### src/rtl/cu_pkg.sv
// Shared encodings for the multi-cycle control unit: FSM states, opcodes,
// ALU operation codes and the instruction classes the FSM sequences on.
package cu_pkg;

  localparam logic [2:0] ST_IF   = 3'b000;
  localparam logic [2:0] ST_ID   = 3'b001;
  localparam logic [2:0] ST_EXE  = 3'b010;
  localparam logic [2:0] ST_MEM  = 3'b011;
  localparam logic [2:0] ST_WB   = 3'b100;
  localparam logic [2:0] ST_HALT = 3'b111;

  localparam logic [5:0] OP_ADD  = 6'b000000;
  localparam logic [5:0] OP_SUB  = 6'b000001;
  localparam logic [5:0] OP_OR   = 6'b000010;
  localparam logic [5:0] OP_ADDI = 6'b000011;
  localparam logic [5:0] OP_ORI  = 6'b010000;
  localparam logic [5:0] OP_LW   = 6'b110000;
  localparam logic [5:0] OP_SW   = 6'b110001;
  localparam logic [5:0] OP_BEQ  = 6'b110100;
  localparam logic [5:0] OP_J    = 6'b111000;
  localparam logic [5:0] OP_HALT = 6'b111111;

  localparam logic [2:0] ALU_ADD = 3'b000;
  localparam logic [2:0] ALU_SUB = 3'b001;
  localparam logic [2:0] ALU_OR  = 3'b101;

  // Instruction groups that take distinct paths through the FSM.
  typedef enum logic [3:0] {
    CL_R, CL_ADDI, CL_ORI, CL_LW, CL_SW, CL_BEQ, CL_J, CL_HALT, CL_ILL
  } instr_class_t;

endpackage

### src/rtl/op_decode.sv
// Opcode decode: instruction class plus the static datapath controls that
// depend only on the opcode, not on the FSM state.
module op_decode
  import cu_pkg::*;
#(
  parameter int W_OP = 6
) (
  input  logic [W_OP-1:0] i_opcode,
  output instr_class_t    o_cls,
  output logic            o_reg_dst,
  output logic            o_alu_src_b,
  output logic            o_ext_sel,
  output logic [2:0]      o_alu_op
);

  always_comb begin
    o_cls       = CL_ILL;
    o_reg_dst   = 1'b0;
    o_alu_src_b = 1'b0;
    o_ext_sel   = 1'b1;
    o_alu_op    = ALU_ADD;
    case (i_opcode)
      W_OP'(OP_ADD):  begin o_cls = CL_R; o_reg_dst = 1'b1; end
      W_OP'(OP_SUB):  begin o_cls = CL_R; o_reg_dst = 1'b1; o_alu_op = ALU_SUB; end
      W_OP'(OP_OR):   begin o_cls = CL_R; o_reg_dst = 1'b1; o_alu_op = ALU_OR; end
      W_OP'(OP_ADDI): begin o_cls = CL_ADDI; o_alu_src_b = 1'b1; end
      W_OP'(OP_ORI):  begin
        o_cls = CL_ORI; o_alu_src_b = 1'b1; o_ext_sel = 1'b0; o_alu_op = ALU_OR;
      end
      W_OP'(OP_LW):   begin o_cls = CL_LW; o_alu_src_b = 1'b1; end
      W_OP'(OP_SW):   begin o_cls = CL_SW; o_alu_src_b = 1'b1; end
      W_OP'(OP_BEQ):  begin o_cls = CL_BEQ; o_alu_op = ALU_SUB; end
      W_OP'(OP_J):    o_cls = CL_J;
      W_OP'(OP_HALT): o_cls = CL_HALT;
      default:        o_cls = CL_ILL;
    endcase
  end

endmodule

### src/rtl/control_unit.sv
// Multi-cycle CPU control FSM (IF/ID/EXE/MEM/WB/HALT). All outputs are
// combinational from the registered state and the IR opcode.
module control_unit
  import cu_pkg::*;
#(
  parameter int W_OP = 6
) (
  input  logic            CLK,
  input  logic            Reset,
  input  logic [W_OP-1:0] opcode,
  input  logic            zero,
  output logic            PCWre,
  output logic [1:0]      PCSrc,
  output logic            IRWre,
  output logic            RegWre,
  output logic            RegDst,
  output logic            ALUSrcB,
  output logic            ExtSel,
  output logic [2:0]      ALUOp,
  output logic            mRD,
  output logic            mWR,
  output logic            DBDataSrc,
  output logic [2:0]      state
);

  logic [2:0]   r_state;
  logic [2:0]   w_next;
  instr_class_t w_cls;
  logic [2:0]   w_alu_op;
  logic         w_run;
  logic         w_short;

  op_decode #(.W_OP(W_OP)) u_dec (
    .i_opcode    (opcode),
    .o_cls       (w_cls),
    .o_reg_dst   (RegDst),
    .o_alu_src_b (ALUSrcB),
    .o_ext_sel   (ExtSel),
    .o_alu_op    (w_alu_op)
  );

  // j and illegal opcodes both retire in ID.
  assign w_short = (w_cls == CL_J) || (w_cls == CL_ILL);

  always_comb begin
    w_next = ST_IF;
    case (r_state)
      ST_IF:   w_next = ST_ID;
      ST_ID:   w_next = w_short ? ST_IF : (w_cls == CL_HALT) ? ST_HALT : ST_EXE;
      ST_EXE:  w_next = (w_cls == CL_BEQ) ? ST_IF :
                        ((w_cls == CL_LW) || (w_cls == CL_SW)) ? ST_MEM : ST_WB;
      ST_MEM:  w_next = (w_cls == CL_SW) ? ST_IF : ST_WB;
      ST_WB:   w_next = ST_IF;
      ST_HALT: w_next = ST_HALT;
      default: w_next = ST_IF;
    endcase
  end

  always_ff @(posedge CLK) begin
    if (Reset) r_state <= ST_IF;
    else       r_state <= w_next;
  end

  // Write enables are forced low for the whole reset cycle, even mid-instruction.
  assign w_run = !Reset;

  assign state  = r_state;
  assign IRWre  = w_run && (r_state == ST_IF);
  assign PCWre  = w_run && (((r_state == ST_ID) && w_short) ||
                            ((r_state == ST_EXE) && (w_cls == CL_BEQ)) ||
                            ((r_state == ST_MEM) && (w_cls == CL_SW)) ||
                            (r_state == ST_WB));
  assign PCSrc  = ((r_state == ST_ID) && (w_cls == CL_J)) ? 2'b10 :
                  ((r_state == ST_EXE) && (w_cls == CL_BEQ) && zero) ? 2'b01 : 2'b00;
  assign RegWre    = w_run && (r_state == ST_WB);
  assign mRD       = (r_state == ST_MEM) && (w_cls == CL_LW);
  assign mWR       = w_run && (r_state == ST_MEM) && (w_cls == CL_SW);
  assign DBDataSrc = (r_state == ST_WB) && (w_cls == CL_LW);
  assign ALUOp     = ((r_state == ST_IF) || (r_state == ST_HALT)) ? ALU_ADD : w_alu_op;

endmodule

### config.mk
export PLATFORM = sky130hd
export DESIGN_NAME = control_unit
export DESIGN_NICKNAME = d
export VERILOG_FILES = /design/src/rtl/cu_pkg.sv /design/src/rtl/op_decode.sv /design/src/rtl/control_unit.sv
export SDC_FILE = /design/constraint.sdc
export NUM_CORES = 1
export LEC_CHECK = 0
export CAP_MARGIN = 20
export CORE_AREA = 4 4 43 45
export DETAILED_ROUTE_END_ITERATION = 12
export DIE_AREA = 0 0 47 49
export GPL_TIMING_DRIVEN = 0
export MAX_ROUTING_LAYER = met4
export PLACE_DENSITY = 0.78
export SETUP_SLACK_MARGIN = 0.1
export SKIP_CTS_REPAIR_TIMING = 1
export SYNTH_ARGS = -nofsm -noshare
export SYNTH_HDL_FRONTEND = slang
export SYNTH_SLANG_ARGS = --single-unit
### constraint.sdc
create_clock -name CLK -period 1.6 [get_ports CLK]
set_input_delay 0.24 -clock CLK [delete_from_list [all_inputs] [get_ports CLK]]
set_output_delay 0.24 -clock CLK [all_outputs]
set_load 0.1 [all_outputs]
==> qor.yml, run 1 <==
port-buffer-count: 24
synth_area_leader_cell: "dfxtp_1"
placed_area_sq_um: 1060
cts_made_buffers: 3
yosys.cell_types.count: 38
synth_warnings: 0
syn_nets: 92
htree_levels: 1
syn-cell-area_sq_um: 562
rows: 14
grt-worst-endpoint: "PCWre"
endpoint_type: "output port"
lastStage: "5_1_grt"
status: "stopped before the end"
synth_top_area_share_pct: 10.7
syn_avg_cell_area_sq_um: 6.77
clk_path_buf_depth: 2
ys_seq_area_share_pct: 10.7
cts.sinks: 3
ys_ff_latch: 3
ios: 26
initial_utilization_pct: 38.2
ys_top_cells_by_area: "dfxtp_1 (11%), nor2_1 (7.3%), buf_4 (5.3%)"
antenna_found_initial: 0
die_height_um: 49
place_hpwl_um: 1440
die_width_um: 47
routabilityCongestion: 0.820
syn_inst: 83
cts_root_buf: "clkbuf_4"
grt_max_degree: 11
error: "[ERROR DPL-0033] detailed placement checks failed during check placement."
[cell usage after synthesis, drive strengths merged]
| cell | count |
|---|---|
| o31a | 1 |
| nor2 | 11 |
| nand4 | 2 |
| o31ai | 1 |
| a31oi | 1 |
| o32ai | 1 |
| nand4bb | 1 |
| o21a | 1 |
| o21ai | 3 |
| nand2b | 1 |
| a32oi | 1 |
| a21o | 1 |
| xnor2 | 2 |
| nor2b | 2 |
| a211oi | 2 |
| o41ai | 1 |
| nor4 | 4 |
| buf | 9 |
| a21oi | 5 |
| or3 | 1 |
| inv | 2 |
| clkbuf | 1 |
| nand2 | 7 |
| a2111oi | 1 |
| nor3b | 1 |
| nor3 | 6 |
| nand4b | 1 |
| conb | 1 |
| nand3 | 4 |
| nand3b | 1 |
| dfxtp | 3 |
| or2 | 4 |
[through the flow]
stage	instances	util [%]	hold slack (ns)	setup slack (ns)
after floorplan	83	-	0.385	-0.542
after global placement	123	72.2	0.663	-1.70
after detailed placement	123	72.2	0.664	-1.71
after CTS	127	74.0	0.675	-1.71
[cells by family after synthesis]
| group | count (synthesis) | share of synthesized area [%] |
|---|---|---|
| AO/OA/AOI/OAI | 19 | 24.5 |
| XOR/XNOR | 2 | 3.12 |
| buffers and inverters | 12 | 14.0 |
| flip-flops | 3 | 10.7 |
| other | 1 | 0.668 |
| AND/OR/NAND/NOR | 46 | 47.0 |
==> run 2: changes to the inputs <==
- CORE_AREA: 4 4 43 45 -> 4 4 65 67
- DIE_AREA: 0 0 47 49 -> 0 0 69 71
- MAX_ROUTING_LAYER: met4 -> unset
- PLACE_DENSITY: 0.78 -> unset
- PLACE_DENSITY_LB_ADDON: unset -> 0.15
- SETUP_SLACK_MARGIN: 0.1 -> unset
==> qor.yml, run 2 <==
internal_power_mw: 0.437
hold-path-endpoint: "state[1]$_SDFF_PP0_"
worstReg2RegStart: "state[1]$_SDFF_PP0_"
critPathSlowestCell: "a211oi_4"
path_class: "input port to primary output"
cts_made_buffers: 3
mostFrequentLayoutCell: "buf_4"
powerDensity_nw_per_um2: 482
rows: 22
fin_skew_ns: 0.00155
cts_tree: "built"
die_area_sq_um: 4900
grt_usage_pct: 8.51
power_switching_mw: 0.320
hold_violations: 0
gr-total-overflow: 0
final_cell_mix: "buf_4 (30), buf_6 (16), nor2_1 (8)"
clk-insertion-delay-late_ns: 0.21
worst-r2r-cell-count: 6
slew_headroom_pct: 35.9
synth_top_area_share_pct: 10.7
port-buffer-count: 24
syn-cell-area_sq_um: 562
pwr-share-seq_pct: 11.4
cts.sinks: 3
die_width_um: 69
synth_common_cells: "nor2_1 (11), nand2_1 (6), a21oi_1 (5), nor3_1 (5)"
routabilityCongestion: 0.793
area.growth.synth_to_final_pct: 180
grt_max_degree: 11
clock.fmax_ghz: 0.552
setup_viol: 5
clk_pin_slew_ns: 0.03
largest_register_ffs: 3
status: "finished with violations"
r2r_slack_ns: 0.43
post-place-ws_ns: -1.72
yosys.cell_types.count: 38
rsz0062_at_grt: "yes"
drv_cap: 0
fin_crit_sh_pct: 113
antenna_found_initial: 0
grt_pass1_vias: 683
place_inst: 155
violations: "setup timing"
critPathMaxStageDelay_ns: 0.26
hold_class: "input port to flop"
arrival_ns: 1.57
grt_pass1_wl_um: 3510
switching_share_pct: 42.3
drtAntennaViolNets: 0
path_cells: "buf_12 -> or2_1 -> buf_6 -> nor3_4 -> buf_4 -> a32oi_2 -> a211oi_4 -> buf_12"
hold_depth: 3
layout.nets: 154
p_leak_nw: 0.655
syn_nets: 92
die_height_um: 71
min_period_ns: 1.81
synthFlopType: "dfxtp_1"
cts_root_buf: "clkbuf_8"
power_frac_clock_pct: 28.5
drtIter0Drc: 21
fin_area_sq_um: 1570
fill_cells: 368
placed_area_sq_um: 1100
ys_seq_area_share_pct: 10.7
path_max_fanout: 4
htree_levels: 1
syn_avg_cell_area_sq_um: 6.77
drt-total-wl_um: 2480
clk_path_buf_depth: 2
coreArea_sq_um: 3630
synth.most_common_cell: "nor2_1"
place_hpwl_um: 1590
path_common_cell: "buf_12"
dr.pass1.iters: 4
ys_top_cells_by_area: "dfxtp_1 (11%), nor2_1 (7.3%), buf_4 (5.3%)"
wl_per_cell_um: 12.9
viasPerCell: 4.44
drcViolationCount: 0
hold_start: "Reset"
ys_ff_latch: 3
syn_inst: 83
worstReg2RegEnd: "state[0]$_SDFF_PP0_"
vias: 852
ios: 26
ir_worst_vdd_mv: 0.315
final_cells: 192
crit_path_end_kind: "primary output"
drive_above_1_share_pct: 72.2
synth_warnings: 0
async_flop_share_pct: 0
setup_slack_ns: -0.212
critical_path_required_ns: 1.36
antenna_cells: 0
finalMaxSlewViolations: 0
initial_utilization_pct: 15.5
comb_power_share_pct: 60.1
synth_area_leader_cell: "dfxtp_1"
worst_setup_path_start_kind: "input port"
synth_edf_count: 0
tightest_slew_ns: 0.960
run 2: critical path: cells and delay by family:
| kind | cells | cell delay [ns] |
|---|---|---|
| AO/OA/AOI/OAI | 2 | 0.38 |
| AND/OR/NAND/NOR | 2 | 0.37 |
| buffers and inverters | 4 | 0.59 |
run 2: cell families after synthesis:
kind of cell,after synthesis,share of synthesized area (%)
AND/OR/NAND/NOR,46,47.0
buffers and inverters,12,14.0
other,1,0.668
flip-flops,3,10.7
AO/OA/AOI/OAI,19,24.5
XOR/XNOR,2,3.12
run 2: routing by layer:
layer,vias up,global-route usage [%],share of wire (%)
met4,0,0.651,0
met2,17,14.0,55
li1,422,-,-
met5,-,0,0
met3,0,2.27,2.1
met1,413,11.6,43
run 2: worst max path at each step:
stage / end / slack, ns / cells after the start / from
final: PCWre / -0.21 / 8 / opcode[3]
after global routing: PCWre / -0.29 / 8 / opcode[4]
after CTS: PCWre / -1.73 / 7 / opcode[3]
after detailed placement: PCWre / -1.72 / 7 / opcode[3]
after global placement: PCWre / -1.73 / 7 / opcode[3]
after floorplan: mWR / -0.54 / 3 / state[1]$_SDFF_PP0_
run 2: power groups by stage:
stage | registers [mW] | clock network, mW | logic [mW]
5_1_grt | 0.0876 | 0.235 | 0.477
2_1_floorplan | 0.119 | 0 | 0.228
3_3_place_gp | 0.0869 | 0 | 0.338
6_report | 0.0861 | 0.216 | 0.455
4_1_cts | 0.0863 | 0.225 | 0.339
3_5_place_dp | 0.0871 | 0 | 0.338
run 2: cell type report:
| class | count | area (sq um) | share of cell area, % |
|---|---|---|---|
| inverters | 2 | 7.51 | 0.478 |
| repair buffers | 57 | 537 | 34.2 |
| multi-input cells | 68 | 722 | 45.9 |
| plain buffers | 10 | 129 | 8.20 |
| well taps | 48 | 60.1 | 3.82 |
| flip-flops and latches | 3 | 71.3 | 4.54 |
| clock buffers | 4 | 45.0 | 2.87 |
run 2: metrics by stage:
| step | setup TNS [ns] | total power [mW] | utilization (%) | hold WS [ns] |
|---|---|---|---|---|
| floorplan | -3.82 | 0.347 | - | 0.385 |
| global placement | -17.38 | 0.425 | 30.3 | 0.680 |
| detailed placement | -17.45 | 0.425 | 30.3 | 0.683 |
| CTS | -17.71 | 0.650 | 31.6 | 0.689 |
| global route | -0.964 | 0.799 | 43.3 | 0.644 |
| finish | -0.537 | 0.757 | 43.3 | 0.633 |
No activity file was read; power rests on OpenSTA's default activity.
==> run 3: changes to the inputs <==
- PLACE_DENSITY_LB_ADDON: 0.15 -> unset
==> qor.yml, run 3 (synthesis gave the netlist of run 2 again) <==
path_class: "input port to primary output"
hold_violations: 0
layout.nets: 143
gr-total-overflow: 0
place_hpwl_um: 1570
rsz0062_at_grt: "yes"
drtIter0Drc: 25
cts.sinks: 3
hold_depth: 5
grt_pass1_wl_um: 3220
hold_class: "input port to flop"
finalMaxSlewViolations: 0
fin_util_pct: 41.5
fin_skew_ns: 0.00349
critical_path_required_ns: 1.36
initial_utilization_pct: 15.5
p_leak_nw: 0.620
drt-total-wl_um: 2400
clk-insertion-delay-late_ns: 0.22
crit_path_end_kind: "primary output"
multi_input_area_sq_um: 698
port-buffer-count: 24
viasPerCell: 4.61
r2r_slack_ns: 0.46
mostFrequentLayoutCell: "buf_4"
clock.fmax_ghz: 0.528
cts_made_buffers: 3
final_cells: 181
timing.setup.tns_ns: -0.832
final_cell_mix: "buf_4 (18), buf_6 (14), buf_12 (9)"
area.growth.synth_to_final_pct: 168
routabilityCongestion: 0.725
antenna_cells: 0
violations: "setup timing"
fill_cells: 346
place_inst: 155
post-place-ws_ns: -1.73
worst-r2r-cell-count: 6
worstReg2RegStart: "state[0]$_SDFF_PP0_"
regArea_sq_um: 71.3
setup_slack_ns: -0.295
drive_above_1_share_pct: 69.2
fin_crit_sh_pct: 118
vias: 834
largest_register_ffs: 3
worstReg2RegEnd: "state[1]$_SDFF_PP0_"
whs_ns: 0.612
rows: 22
die_height_um: 71
worst_setup_path_start_kind: "input port"
clk_pin_slew_ns: 0.03
hold-path-endpoint: "state[2]$_SDFF_PP0_"
drcViolationCount: 0
coreArea_sq_um: 3630
fin_area_sq_um: 1510
setup_viol: 9
min_period_ns: 1.89
grt_usage_pct: 7.74
power.total_mw: 0.755
grt_max_degree: 11
clk_path_buf_depth: 2
drv_cap: 0
status: "finished with violations"
drtAntennaViolNets: 0
wl_per_cell_um: 13.3
ios: 26
cts_tree: "built"
die_area_sq_um: 4900
arrival_ns: 1.65
dr.pass1.iters: 4
path_max_fanout: 6
htree_levels: 1
ir_worst_vdd_mv: 0.259
slew_headroom_pct: 35.3
powerDensity_nw_per_um2: 501
grt_pass1_vias: 676
placed_area_sq_um: 1100
cts_root_buf: "clkbuf_8"
antenna_found_initial: 0
die_width_um: 69
hold_start: "opcode[3]"
tightest_slew_ns: 0.969
-- run 3: changes by cell type in the layout (fill, tap and decap cells not counted), sizes merged --
| cell | delta |
|---|---|
| buf | -10 |
| clkbuf | -2 |
| dlymetal6s2s | +1 |
-- run 3: final cells by class --
class                           instances  area share [%]
Multi-Input combinational cell         68            46.3
Tap cell                               48            3.98
Timing Repair Buffer                   46            32.9
Clock buffer                            4            2.99
Buffer                                 10            8.55
Sequential cell                         3            4.73
Inverter                                2           0.498
-- run 3: critical path, cell delays in order --
cell	delay [ns]
buf_2	0.15
or2_1	0.25
buf_6	0.16
nor3_4	0.20
a32oi_2	0.16
a211oi_4	0.28
buf_12	0.21
-- run 3: worst max-delay path by stage --
stage	startpoint	end	slack [ns]	cells past startpoint
2_1_floorplan	state[1]$_SDFF_PP0_	mWR	-0.54	3
5_1_grt	opcode[3]	PCWre	-0.37	7
6_report	opcode[3]	PCWre	-0.29	7
3_3_place_gp	opcode[3]	PCWre	-1.71	7
4_1_cts	opcode[3]	PCWre	-1.75	7
3_5_place_dp	opcode[3]	PCWre	-1.73	7
-- run 3: power by group --
group / switching (mW) / internal [mW] / leakage (nW) / total [mW]
clock network: 0.0511 / 0.170 / 0.0228 / 0.221
registers: 0.00737 / 0.0785 / 0.0266 / 0.0859
logic: 0.263 / 0.185 / 0.570 / 0.448
total: 0.321 / 0.434 / 0.620 / 0.755
-- run 3: metal layers --
| metal | vias to the layer above | global-route usage [%] | routed length (um) |
|---|---|---|---|
| li1 | 400 | - | - |
| met1 | 398 | 9.60 | 956 |
| met2 | 30 | 12.9 | 1300 |
| met3 | 6 | 2.13 | 107 |
| met4 | 0 | 2.60 | 42 |
| met5 | - | 0 | 0 |
